File: src/rtl/fetch_unit.sv
// Instruction fetch stage: owns the PC, issues one imem read at a time,
// presents {pc, inst, valid} to the fetch-to-decode register and keeps a
// one-entry skid buffer so a response landing during a stall is retained.
//
// state | meaning
// ------+--------------------------------------------------------------
// REQ   | free to issue a read (blocked while the skid buffer is full)
// WAIT  | read accepted, waiting for its rvalid
// DRAIN | read abandoned by a redirect, discard its rvalid when it comes
module fetch_unit #(
  parameter logic [31:0] RESET_ADDR = 32'h0000_0000,
  parameter logic [31:0] NOP_INST   = 32'h0000_0013
) (
  input  logic        clk,
  input  logic        rst,
  input  logic        i_stall,
  input  logic        i_redirect,
  input  logic [31:0] i_redirect_pc,
  output logic        o_imem_req,
  output logic [31:0] o_imem_addr,
  input  logic        i_imem_ready,
  input  logic        i_imem_rvalid,
  input  logic [31:0] i_imem_rdata,
  output logic [31:0] o_pc,
  output logic [31:0] o_inst,
  output logic        o_valid
);

  typedef enum logic [1:0] {
    S_REQ   = 2'd0,
    S_WAIT  = 2'd1,
    S_DRAIN = 2'd2
  } state_t;

  state_t      r_state;
  state_t      w_state_nxt;

  logic [31:0] r_pc;
  logic [31:0] r_req_pc;
  logic [31:0] r_out_pc;
  logic [31:0] r_out_inst;
  logic        r_out_valid;
  logic [31:0] r_buf_pc;
  logic [31:0] r_buf_inst;
  logic        r_buf_valid;

  logic        w_req;
  logic        w_accept;
  logic        w_consume;
  logic        w_resp;
  logic        w_to_slot;
  logic        w_outstanding;
  logic [31:0] w_redirect_pc;

  assign w_redirect_pc = i_redirect_pc & ~32'd3;
  assign w_req         = (r_state == S_REQ) & ~r_buf_valid & ~rst;
  assign w_accept      = w_req & i_imem_ready;
  assign w_consume     = r_out_valid & ~i_stall;
  assign w_resp        = (r_state == S_WAIT) & i_imem_rvalid;
  // A response goes straight to the slot only if the slot frees up this edge
  // and nothing older is waiting in the skid buffer.
  assign w_to_slot     = w_resp & (~r_out_valid | w_consume) & ~r_buf_valid;
  // A read is still in flight after this edge: it must be drained on redirect.
  assign w_outstanding = ((r_state == S_WAIT) & ~i_imem_rvalid)
                       | w_accept
                       | ((r_state == S_DRAIN) & ~i_imem_rvalid);

  assign o_imem_req  = w_req;
  assign o_imem_addr = r_pc;
  assign o_pc        = r_out_pc;
  assign o_inst      = r_out_inst;
  assign o_valid     = r_out_valid;

  // State register.
  always_ff @(posedge clk or posedge rst) begin
    if (rst) r_state <= S_REQ;
    else     r_state <= w_state_nxt;
  end

  // Next-state logic; redirect overrides everything else.
  always_comb begin
    w_state_nxt = r_state;
    if (i_redirect) begin
      w_state_nxt = w_outstanding ? S_DRAIN : S_REQ;
    end else begin
      case (r_state)
        S_REQ:   if (w_accept)      w_state_nxt = S_WAIT;
        S_WAIT:  if (i_imem_rvalid) w_state_nxt = S_REQ;
        S_DRAIN: if (i_imem_rvalid) w_state_nxt = S_REQ;
        default:                    w_state_nxt = S_REQ;
      endcase
    end
  end

  // PC advance on accepted request, reload on redirect.
  always_ff @(posedge clk or posedge rst) begin
    if (rst) begin
      r_pc     <= RESET_ADDR;
      r_req_pc <= 32'h0;
    end else if (i_redirect) begin
      r_pc <= w_redirect_pc;
    end else if (w_accept) begin
      r_req_pc <= r_pc;
      r_pc     <= r_pc + 32'd4;
    end
  end

  // Output slot: load a fresh response, refill from the buffer, or empty.
  always_ff @(posedge clk or posedge rst) begin
    if (rst) begin
      r_out_valid <= 1'b0;
      r_out_pc    <= 32'h0;
      r_out_inst  <= NOP_INST;
    end else if (i_redirect) begin
      r_out_valid <= 1'b0;
      r_out_inst  <= NOP_INST;
    end else if (w_to_slot) begin
      r_out_valid <= 1'b1;
      r_out_pc    <= r_req_pc;
      r_out_inst  <= i_imem_rdata;
    end else if (w_consume) begin
      if (r_buf_valid) begin
        r_out_valid <= 1'b1;
        r_out_pc    <= r_buf_pc;
        r_out_inst  <= r_buf_inst;
      end else begin
        r_out_valid <= 1'b0;
        r_out_inst  <= NOP_INST;
      end
    end
  end

  // Skid buffer: catches a response that cannot enter the stalled slot.
  always_ff @(posedge clk or posedge rst) begin
    if (rst) begin
      r_buf_valid <= 1'b0;
      r_buf_pc    <= 32'h0;
      r_buf_inst  <= 32'h0;
    end else if (i_redirect) begin
      r_buf_valid <= 1'b0;
    end else if (w_resp && !w_to_slot) begin
      r_buf_valid <= 1'b1;
      r_buf_pc    <= r_req_pc;
      r_buf_inst  <= i_imem_rdata;
    end else if (w_consume && r_buf_valid) begin
      r_buf_valid <= 1'b0;
    end
  end

endmodule

File: config.mk
export PLATFORM = sky130hd
export DESIGN_NAME = fetch_unit
export DESIGN_NICKNAME = d
export VERILOG_FILES = /design/src/rtl/fetch_unit.sv
export SDC_FILE = /design/constraint.sdc
export NUM_CORES = 1
export LEC_CHECK = 0
export CAP_MARGIN = 30
export CORE_MARGIN = 2
export CORE_UTILIZATION = 45
export DETAILED_ROUTE_END_ITERATION = 6
export PLACE_DENSITY_LB_ADDON = 0.1
export SETUP_SLACK_MARGIN = 0.1
export SLEW_MARGIN = 5
export SYNTH_ARGS = -nofsm -noshare
export SYNTH_HDL_FRONTEND = slang
export SYNTH_SLANG_ARGS = --single-unit
File: constraint.sdc
create_clock -name clk -period 6.7 [get_ports clk]
set_input_delay 0.67 -clock clk [delete_from_list [all_inputs] [get_ports clk]]
set_output_delay 0.67 -clock clk [all_outputs]
set_load 0.05 [all_outputs]
== After elaboration in Yosys (flattened, before gate mapping) ==
Cells that the tools add are included.

* Output and inout port bits: 98
* Logic and storage cells: 67
* Register bits: 196
* Input port bits: 70

* Muxes and demuxes: 21
* Bitwise gates (word level): 18
* Add/subtract/negate cells: 1
* Equal/unequal tests: 4
* Reduce and logical (&&, ||, !) cells: 14

{| class="wikitable"
|+ Operator list
! kind !! count
|-
| $mux 32 || 9
|-
| $add 32x3->32 const B || 1
|-
| $and 1x1->1 || 9
|-
| $mux 2 || 4
|-
| $mux 1 || 7
|-
| $not 1->1 || 6
|-
| $reduce_and 2->1 || 3
|-
| $reduce_bool 2->1 || 3
|-
| $reduce_bool 3->1 || 2
|-
| $pmux 2 s2 || 1
|-
| $ne 3x1->1 const B || 1
|-
| $ne 3x3->1 const B || 1
|-
| $or 1x1->1 || 3
|-
| $reduce_and 3->1 || 1
|-
| $eq 2x1->1 const B || 1
|-
| $eq 2x2->1 const B || 1
|-
| $logic_and 1x1->1 || 2
|-
| $logic_not 2->1 || 1
|-
| $reduce_or 2->1 || 1
|-
| $logic_not 1->1 || 1
|}

== Depth between registers and ports, before layout ==
Gate-level depths: netlist (run 1).

* Depth after elaboration: 9
* Gate-level depth with buffers: 9

== Worst setup path before layout (run 1) ==
OpenSTA, ideal clock, no wires.

* Path kind: in2reg
* Start: in rst
* End: reg r_pc[20] (netlist: o_imem_addr[20])
* Buffers on the path: 2
* Data required time: 6618 ps
* Setup slack: 4218 ps
* Cell stages on the path: 6
* Data arrival time: 2400 ps
* Path through: or3b_1 > clkbuf_1 > or4_1 > clkbuf_1 > or4_1 > a31oi_1

* Cells in the longest elaborated chain, start to end: 4

{| class="wikitable"
|+ Ends and longest elaborated chain
! item !! line !! RTL
|-
| start, declared || 15 || <nowiki>input logic rst,</nowiki>
|-
| $not 1->1 || 56 || <nowiki>assign w_req = (r_state == S_REQ) & ~r_buf_valid & ~rst;</nowiki>
|-
| $and 1x1->1 || 56 ||
|-
| $and 1x1->1 || 57 || <nowiki>assign w_accept = w_req & i_imem_ready;</nowiki>
|-
| $reduce_bool 2->1 (no line) || -- ||
|-
| end signal, assigned || 101 || <nowiki>r_pc <= w_redirect_pc;</nowiki>
|-
| end signal, assigned || 104 || <nowiki>r_pc <= r_pc + 32'd4;</nowiki>
|-
| end, declared || 38 || <nowiki>logic [31:0] r_pc;</nowiki>
|}

Every way passes these cells.
A chain may end at the register's enable or synchronous reset.

== Final worst setup path (run 1) ==
* Start: in rst
* End: out o_imem_req

* Cells in the longest elaborated chain, start to end: 2

{| class="wikitable"
|+ Ends and longest elaborated chain
! item !! line !! RTL
|-
| $not 1->1 || 56 ||
|-
| $and 1x1->1 || 56 ||
|-
| end, declared || 19 || <nowiki>output logic o_imem_req,</nowiki>
|}

Every way passes these cells.

==> out/metrics.yaml, run 1 <==
synthesis:
  post_synth_mux_area_share_pct: 20.7
  post_synthesis_instance_area_um2: 8310
  synth_simple_gate_area_share_pct: 8.72
  synth_seq_area_share_pct: 56.7
  synth_area_per_cell_um2: 12.2
  synth-compound-area-share_pct: 9.38
  ys_async_sr_fraction_pct: 100
  synth-main-ff-cell: "sky130_fd_sc_hd__dfrtp_1"
  synth_cells: 682
  synth_top_family_by_area: "multiplexers"
  synth-edff-count: 0
  synth_adder_area_share_pct: 0.602
  yosysWarnings: 0
  yosys.area_share.xor_xnor_pct: 0.843
  synth-seq-cells: 188
  synthDistinctLibCells: 42
critical_path:
  critical_path.cell_chain: "clkdlybuf4s50_1, or3b_1, inv_1, clkdlybuf4s50_1"
  launching_point_of_the_worst_reg2reg_path: "r_buf_valid"
  timing.critical_path.mode_cell: "sky130_fd_sc_hd__clkdlybuf4s50_1"
  worst_r2r_endpoint: "o_imem_addr[31]"
  worst_path_max_delay_cell: "sky130_fd_sc_hd__clkdlybuf4s50_1"
  cp-end-kind: "output pin"
  critPathArrivalTime_ns: 2.61
  worst_reg_to_reg_cells: 5
  required_ns: 6.03
  cp_max_fo: 6
  timing.reg2reg.setup_slack_ns: 3.83
  setup.worst_path.class: "primary input to output pin"
  worst_setup_path_start_kind: "primary input"
  critical_path.max_stage_delay_ns: 0.80
run:
  total_of_max_cap_violations: 0
placed_design:
  detailedPlace.worstSlack_ns: 3.25
  io_buffer_count: 161
  final_replace_weighted_congestion: 0.772
  detailedPlacementHpwl_um: 13400
clock_tree:
  post-cts-setup-buffers: 0
  path_clk_slew_ns: 0.07
  cts_made_buffers: 17
  cts_hold_repair.buffers: 0
  ctsLongestPathBuffers: 2
  clock-sinks: 188
  h-tree-depth: 4
  clk-insertion-delay-late_ns: 0.42
  cts_root_buf: "sky130_fd_sc_hd__clkbuf_16"
  tritoncts: "built"
  cts_repair_resize_count: 0
global_route:
  all_layer_gr_usage_pct: 21.1
  grt_max_degree: 109
  grt_first_pass_wirelength_um: 33000
  first_global_vias: 6307
  grt_overflow: 0
  number_of_antenna_violations_at_the_first_check_in_global_routing: 0
pwr:
  power_density_nw_per_um2: 357
  power.clock.fraction_pct: 25.4
  max-vdd-ir-drop_uv: 204
  leakagePower_nw: 4.48
  p_switching_mw: 1.26
  internal_power_mw: 2.59
  p_seq_share_pct: 44.2
  p_sw_share_pct: 32.8
  finalPower_mw: 3.85
  proportion_of_power_drawn_by_combinational_gates_pct: 30.5
floorplan:
  num_io_pins: 168
  die_y_um: 140
  core_area_um2: 18000
  die-width_um: 140
  die_area_um2: 19600
  num_rows: 49
  starting_density_of_the_core_pct: 46.1
drt:
  drt_first_iter_violations: 252
  wl_met2_um: 10000
  met3WireLength_um: 1160
  num_vias: 6017
  antenna_left: 0
  route.detailed.wl_per_inst_um: 18.9
  post_drt_via_cell_ratio: 5.61
  top_layer: "met4"
  drc_errors: 0
  postRouteWirelength_um: 20200
  wirelength_met1_um: 8810
  drt-pass1-iter-count: 4
hold_path:
  holdCritPathClass: "flip-flop to flip-flop"
  worst_hold_path.endpoint: "o_inst[17]"
  worstHoldStart: "o_inst[17]"
  holdPathStages: 2
cells_and_area:
  design.final.nets: 905
  antenna_cells_inserted: 0
  drive_gt1_share_pct: 24.6
  areaGrowthSynthToFinish_pct: 29.9
sta:
  post-route-min-period_ns: 3.28
  timing.clock.skew_ns: 0.0128
  max_slew.worst_pin.slew_ns: 0.935
  tns_ns: 0
  setup_viol: 0
  period_share_pct: 48.9
  relSlewSlack_pct: 36.8
  timing_hold_violations_final: 0
  final_max_slew_viol_count: 0
  setup_ws_ns: 3.42
  fin_worst_hold_slack_ns: 0.479
  fmax_mhz: 305
  grt_setup_unrepaired: "no"
run_status:
  status: "finished, final reports clean"
==> layer usage <==
| layer | GRT usage, % | up-vias |
|---|---|---|
| met5 | 0 | - |
| li1 | - | 2779 |
| met1 | 27.2 | 3056 |
| met2 | 35.5 | 168 |
| met3 | 5.54 | 14 |
| met4 | 5.68 | 0 |
==> worst max-delay path: cells and delay by family <==
kind                   cells  cell delay (ns)
buffers and inverters      3             1.44
and+or+nand+nor            1             0.49
==> worst max-delay path by stage <==
stage               start         endpoint  slack (ns)  cells past startpoint
floorplan             rst  o_imem_addr[10]        0.92                      1
global placement      rst  o_imem_addr[31]        3.33                      5
detailed placement    rst  o_imem_addr[31]        3.25                      5
CTS                   rst       o_imem_req        3.41                      4
global route          rst       o_imem_req        3.36                      4
finish                rst       o_imem_req        3.42                      4
==> cells by family (layout without fill, tap and decap cells) <==
family,after synthesis,in the layout
other cells,1,4
buf+inv,62,220
compound gates,124,124
xor+xnor,8,8
fa+ha+maj,4,4
simple gates,142,142
mux,153,153
flops,188,188
==> cell usage after synthesis (7+ instances only) <==
| cell type | count | area share [%] |
|---|---|---|
| sky130_fd_sc_hd__nor2_1 | 23 | 1.0 |
| sky130_fd_sc_hd__mux2_2 | 152 | 21 |
| sky130_fd_sc_hd__a31oi_1 | 19 | 1.4 |
| sky130_fd_sc_hd__a22oi_1 | 29 | 2.6 |
| sky130_fd_sc_hd__or4_1 | 19 | 1.7 |
| sky130_fd_sc_hd__nor3_1 | 7 | 0.42 |
| sky130_fd_sc_hd__inv_1 | 14 | 0.63 |
| sky130_fd_sc_hd__clkbuf_1 | 37 | 1.7 |
| sky130_fd_sc_hd__dfrtp_1 | 185 | 56 |
| sky130_fd_sc_hd__nand2_1 | 53 | 2.4 |
| sky130_fd_sc_hd__o31ai_1 | 14 | 1.3 |
| sky130_fd_sc_hd__nand3_1 | 11 | 0.66 |
| sky130_fd_sc_hd__o21ai_0 | 45 | 2.7 |
==> flip-flops by register name, indices dropped and copies added (netlist names) <==
register     count
o_imem_addr     30
r_buf_inst      32
r_buf_valid      1
r_buf_pc        30
r_req_pc        30
o_valid          1
o_pc            30
o_inst          32
r_state          2
==> area by class of cell <==
type                       instances  area (um^2)
tap                              229          287
clock buffer                      23          488
sequential                       188         4710
clock inverter                     8         85.1
timing repair buffer             175         1760
multi-input combinational        435         3410
inverter                          14         60.1
fill                            1442         7230
==> stage by stage <==
step	utilization, %	cell area (um^2)	instances
floorplan	-	8320	685
detailed placement	56.7	10200	1041
global placement	56.3	10200	1038
finish	59.9	10800	1072
global route	59.9	10800	1072
CTS	59.9	10800	1072
==> cells in the final DEF, fill, tap and decap left out, drive strengths merged, types with 3 or more instances in the layout <==
master | netlist | routed
a21oi | 6 | 6
a22oi | 29 | 29
a31oi | 19 | 19
and4 | 3 | 3
buf | 11 | 14
clkbuf | 37 | 23
clkdlybuf4s50 | 0 | 161
clkinv | 0 | 4
conb | 1 | 4
dfrtp | 185 | 185
dfstp | 3 | 3
ha | 4 | 4
inv | 14 | 15
mux2 | 152 | 152
nand2 | 53 | 53
nand3 | 11 | 11
nand4 | 6 | 6
nor2 | 23 | 23
nor3 | 7 | 7
nor4 | 5 | 5
o21ai | 45 | 45
o22ai | 3 | 3
o31ai | 14 | 14
or3 | 4 | 4
or4 | 19 | 19
xnor2 | 6 | 6
==> power groups by stage <==
| stage | clock network [mW] | logic [mW] | registers [mW] |
|---|---|---|---|
| global placement | 0 | 1.15 | 1.69 |
| global route | 1.04 | 1.25 | 1.75 |
| detailed placement | 0 | 1.18 | 1.72 |
| CTS | 1.00 | 1.19 | 1.70 |
| floorplan | 0 | 0.511 | 1.98 |
| finish | 0.976 | 1.17 | 1.70 |
(Power assumes the default switching activity.)
==> inputs of run 2 (changes only) <==
Clock period 6.7 ns to 3.15 ns, I/O delays scaled along.
==> run 2 against run 1 <==
First-iteration DRC count increased by 37%. Hold slack got worse by 0.020 ns. Via count decreased by 0.53%. Sequential power increased by 110%. Worst setup slack got worse by 3.2 ns. Cell count increased by 0.75%. Clock power increased by 130%. Critical path depth increased by 2. Critical path type is now flip-flop to flip-flop. Largest cell class unchanged. Largest power group unchanged.
==> out/metrics.yaml, run 2 (synthesized netlist as in run 1, its figures left out) <==
global_route:
  grt_overflow: 0
  all_layer_gr_usage_pct: 21.4
  grt_first_pass_wirelength_um: 33300
  number_of_antenna_violations_at_the_first_check_in_global_routing: 0
  grt_max_degree: 84
  first_global_vias: 6333
critical_path:
  timing.critical_path.mode_cell: "sky130_fd_sc_hd__or4_1"
  worst_path_max_delay_cell: "sky130_fd_sc_hd__or4_1"
  critical_path.cell_chain: "inv_1, ha_1, or3b_1, or4_1, or4_1, a31oi_1"
  setup.worst_path.class: "flip-flop to flip-flop"
  critical_path.max_stage_delay_ns: 0.88
  critPathBufInv: 1
  cp_max_fo: 17
  critPathArrivalTime_ns: 3.24
  cp-end-kind: "flip-flop"
  critical-path-top-delay-family: "simple AND/OR/NAND/NOR gates"
  worst_setup_path_start_kind: "flip-flop"
  required_ns: 3.50
cells_and_area:
  mostFrequentLayoutCells: "sky130_fd_sc_hd__dfrtp_1 (185), sky130_fd_sc_hd__clkdlybuf4s50_1 (161), sky130_fd_sc_hd__mux2_2 (152), sky130_fd_sc_hd__nand2_1 (53), sky130_fd_sc_hd__o21ai_0 (44)"
  drive_gt1_share_pct: 25.4
  final_core_utilization_pct: 60.5
  areaGrowthSynthToFinish_pct: 31.2
  design.final.nets: 912
  layout.cells.most_common: "sky130_fd_sc_hd__dfrtp_1"
  antenna_cells_inserted: 0
  fin_area_um2: 10900
sta:
  timing.clock.skew_ns: 0.00681
  final_max_slew_viol_count: 0
  timing_hold_violations_final: 0
  post-route-min-period_ns: 2.89
  period_share_pct: 91.9
  relSlewSlack_pct: 56.9
  tns_ns: 0
  max_slew.worst_pin.slew_ns: 0.646
  fmax_mhz: 345
  setup_viol: 0
  setup_ws_ns: 0.255
  grt_setup_unrepaired: "no"
placed_design:
  final_replace_weighted_congestion: 0.747
  placed_area_um2: 10300
  io_buffer_count: 161
  detailedPlacementHpwl_um: 13500
  detailedPlace.worstSlack_ns: 0.179
clock_tree:
  cts_repair_resize_count: 0
  post-cts-setup-buffers: 0
  ctsLongestPathBuffers: 2
  clk-insertion-delay-late_ns: 0.43
  path_clk_slew_ns: 0.07
  h-tree-depth: 4
  tritoncts: "built"
  cts_root_buf: "sky130_fd_sc_hd__clkbuf_16"
  cts_hold_repair.buffers: 0
  cts_made_buffers: 17
  clock-sinks: 188
floorplan:
  die_area_um2: 19600
  die_y_um: 140
  die-width_um: 140
  core_area_um2: 18000
  num_io_pins: 168
  starting_density_of_the_core_pct: 46.1
  num_rows: 49
hold_path:
  holdCritPathClass: "primary input to flip-flop"
drt:
  post_drt_via_cell_ratio: 5.54
  drt_first_iter_violations: 346
  postRouteWirelength_um: 20300
  route.detailed.wl_per_inst_um: 18.8
  drc_errors: 0
  antenna_left: 0
  num_vias: 5985
  drt-pass1-iter-count: 5
run_status:
  status: "finished, final reports clean"
run:
  total_of_max_cap_violations: 0
pwr:
  power_density_nw_per_um2: 766
  leakagePower_nw: 4.53
  max-vdd-ir-drop_uv: 423
-- run 2: cell types whose count changed in the layout (fill, tap and decap cells not counted), sizes merged --
| cell | before | now |
|---|---|---|
| buf | 14 | 21 |
| clkbuf | 23 | 20 |
| bufinv | 1 | 3 |
| clkinvlp | 2 | 4 |
-- run 2: worst reg2reg max path, delay by kind of cell (launching register included) --
family | cells | cell delay (ns)
AO/OA/AOI/OAI | 1 | 0.17
adder cells (fa/ha/maj) | 1 | 0.23
buffers and inverters | 1 | 0.11
flip-flops | 1 | 0.39
AND/OR/NAND/NOR | 3 | 1.91
-- run 2: through the flow --
step,power (mW),cells,hold WS (ns)
floorplan,5.31,685,0.435
global placement,6.05,1047,0.461
detailed placement,6.18,1048,0.469
CTS,8.43,1080,0.435
global route,8.76,1080,0.479
finish,8.35,1080,0.459
-- run 2: power breakdown --
group / internal (mW) / total [mW] / switching [mW]
clock: 1.30 / 2.23 / 0.927
sequential: 3.15 / 3.61 / 0.461
combinational: 1.18 / 2.51 / 1.32
total: 5.63 / 8.35 / 2.71
-- run 2: area by class of cell --
class	instances	area [um^2]
Inverter	14	56.3
Tap cell	229	287
Multi-Input combinational cell	435	3410
Sequential cell	188	4710
Clock inverter	12	161
Clock buffer	20	457
Fill cell	1458	7120
Timing Repair Buffer	182	1830
-- run 2: routing by layer --
layer	up-vias	part of all wire, %	global-route usage, %	routed length (um)
met3	23	5.8	5.61	1190
met5	-	0	0	0
met1	3011	44	27.8	8840
li1	2782	-	-	-
met2	169	49	35.1	9870
met4	0	2.0	7.05	403
-- run 2: path summary, 6_finish.rpt --
path	from	to	slack (ns)	cells past startpoint
setup / recovery	r_state[1]	o_imem_addr[20]	0.26	6
min in group asynchronous	rst	r_req_pc[10]	0.47	3
setup reg to reg	r_state[1]	o_imem_addr[20]	0.26	6
hold / removal	i_redirect_pc[27]	o_imem_addr[27]	0.46	3
max in group asynchronous	rst	o_imem_addr[30]	2.25	3
hold reg to reg	o_inst[29]	o_inst[29]	0.48	2
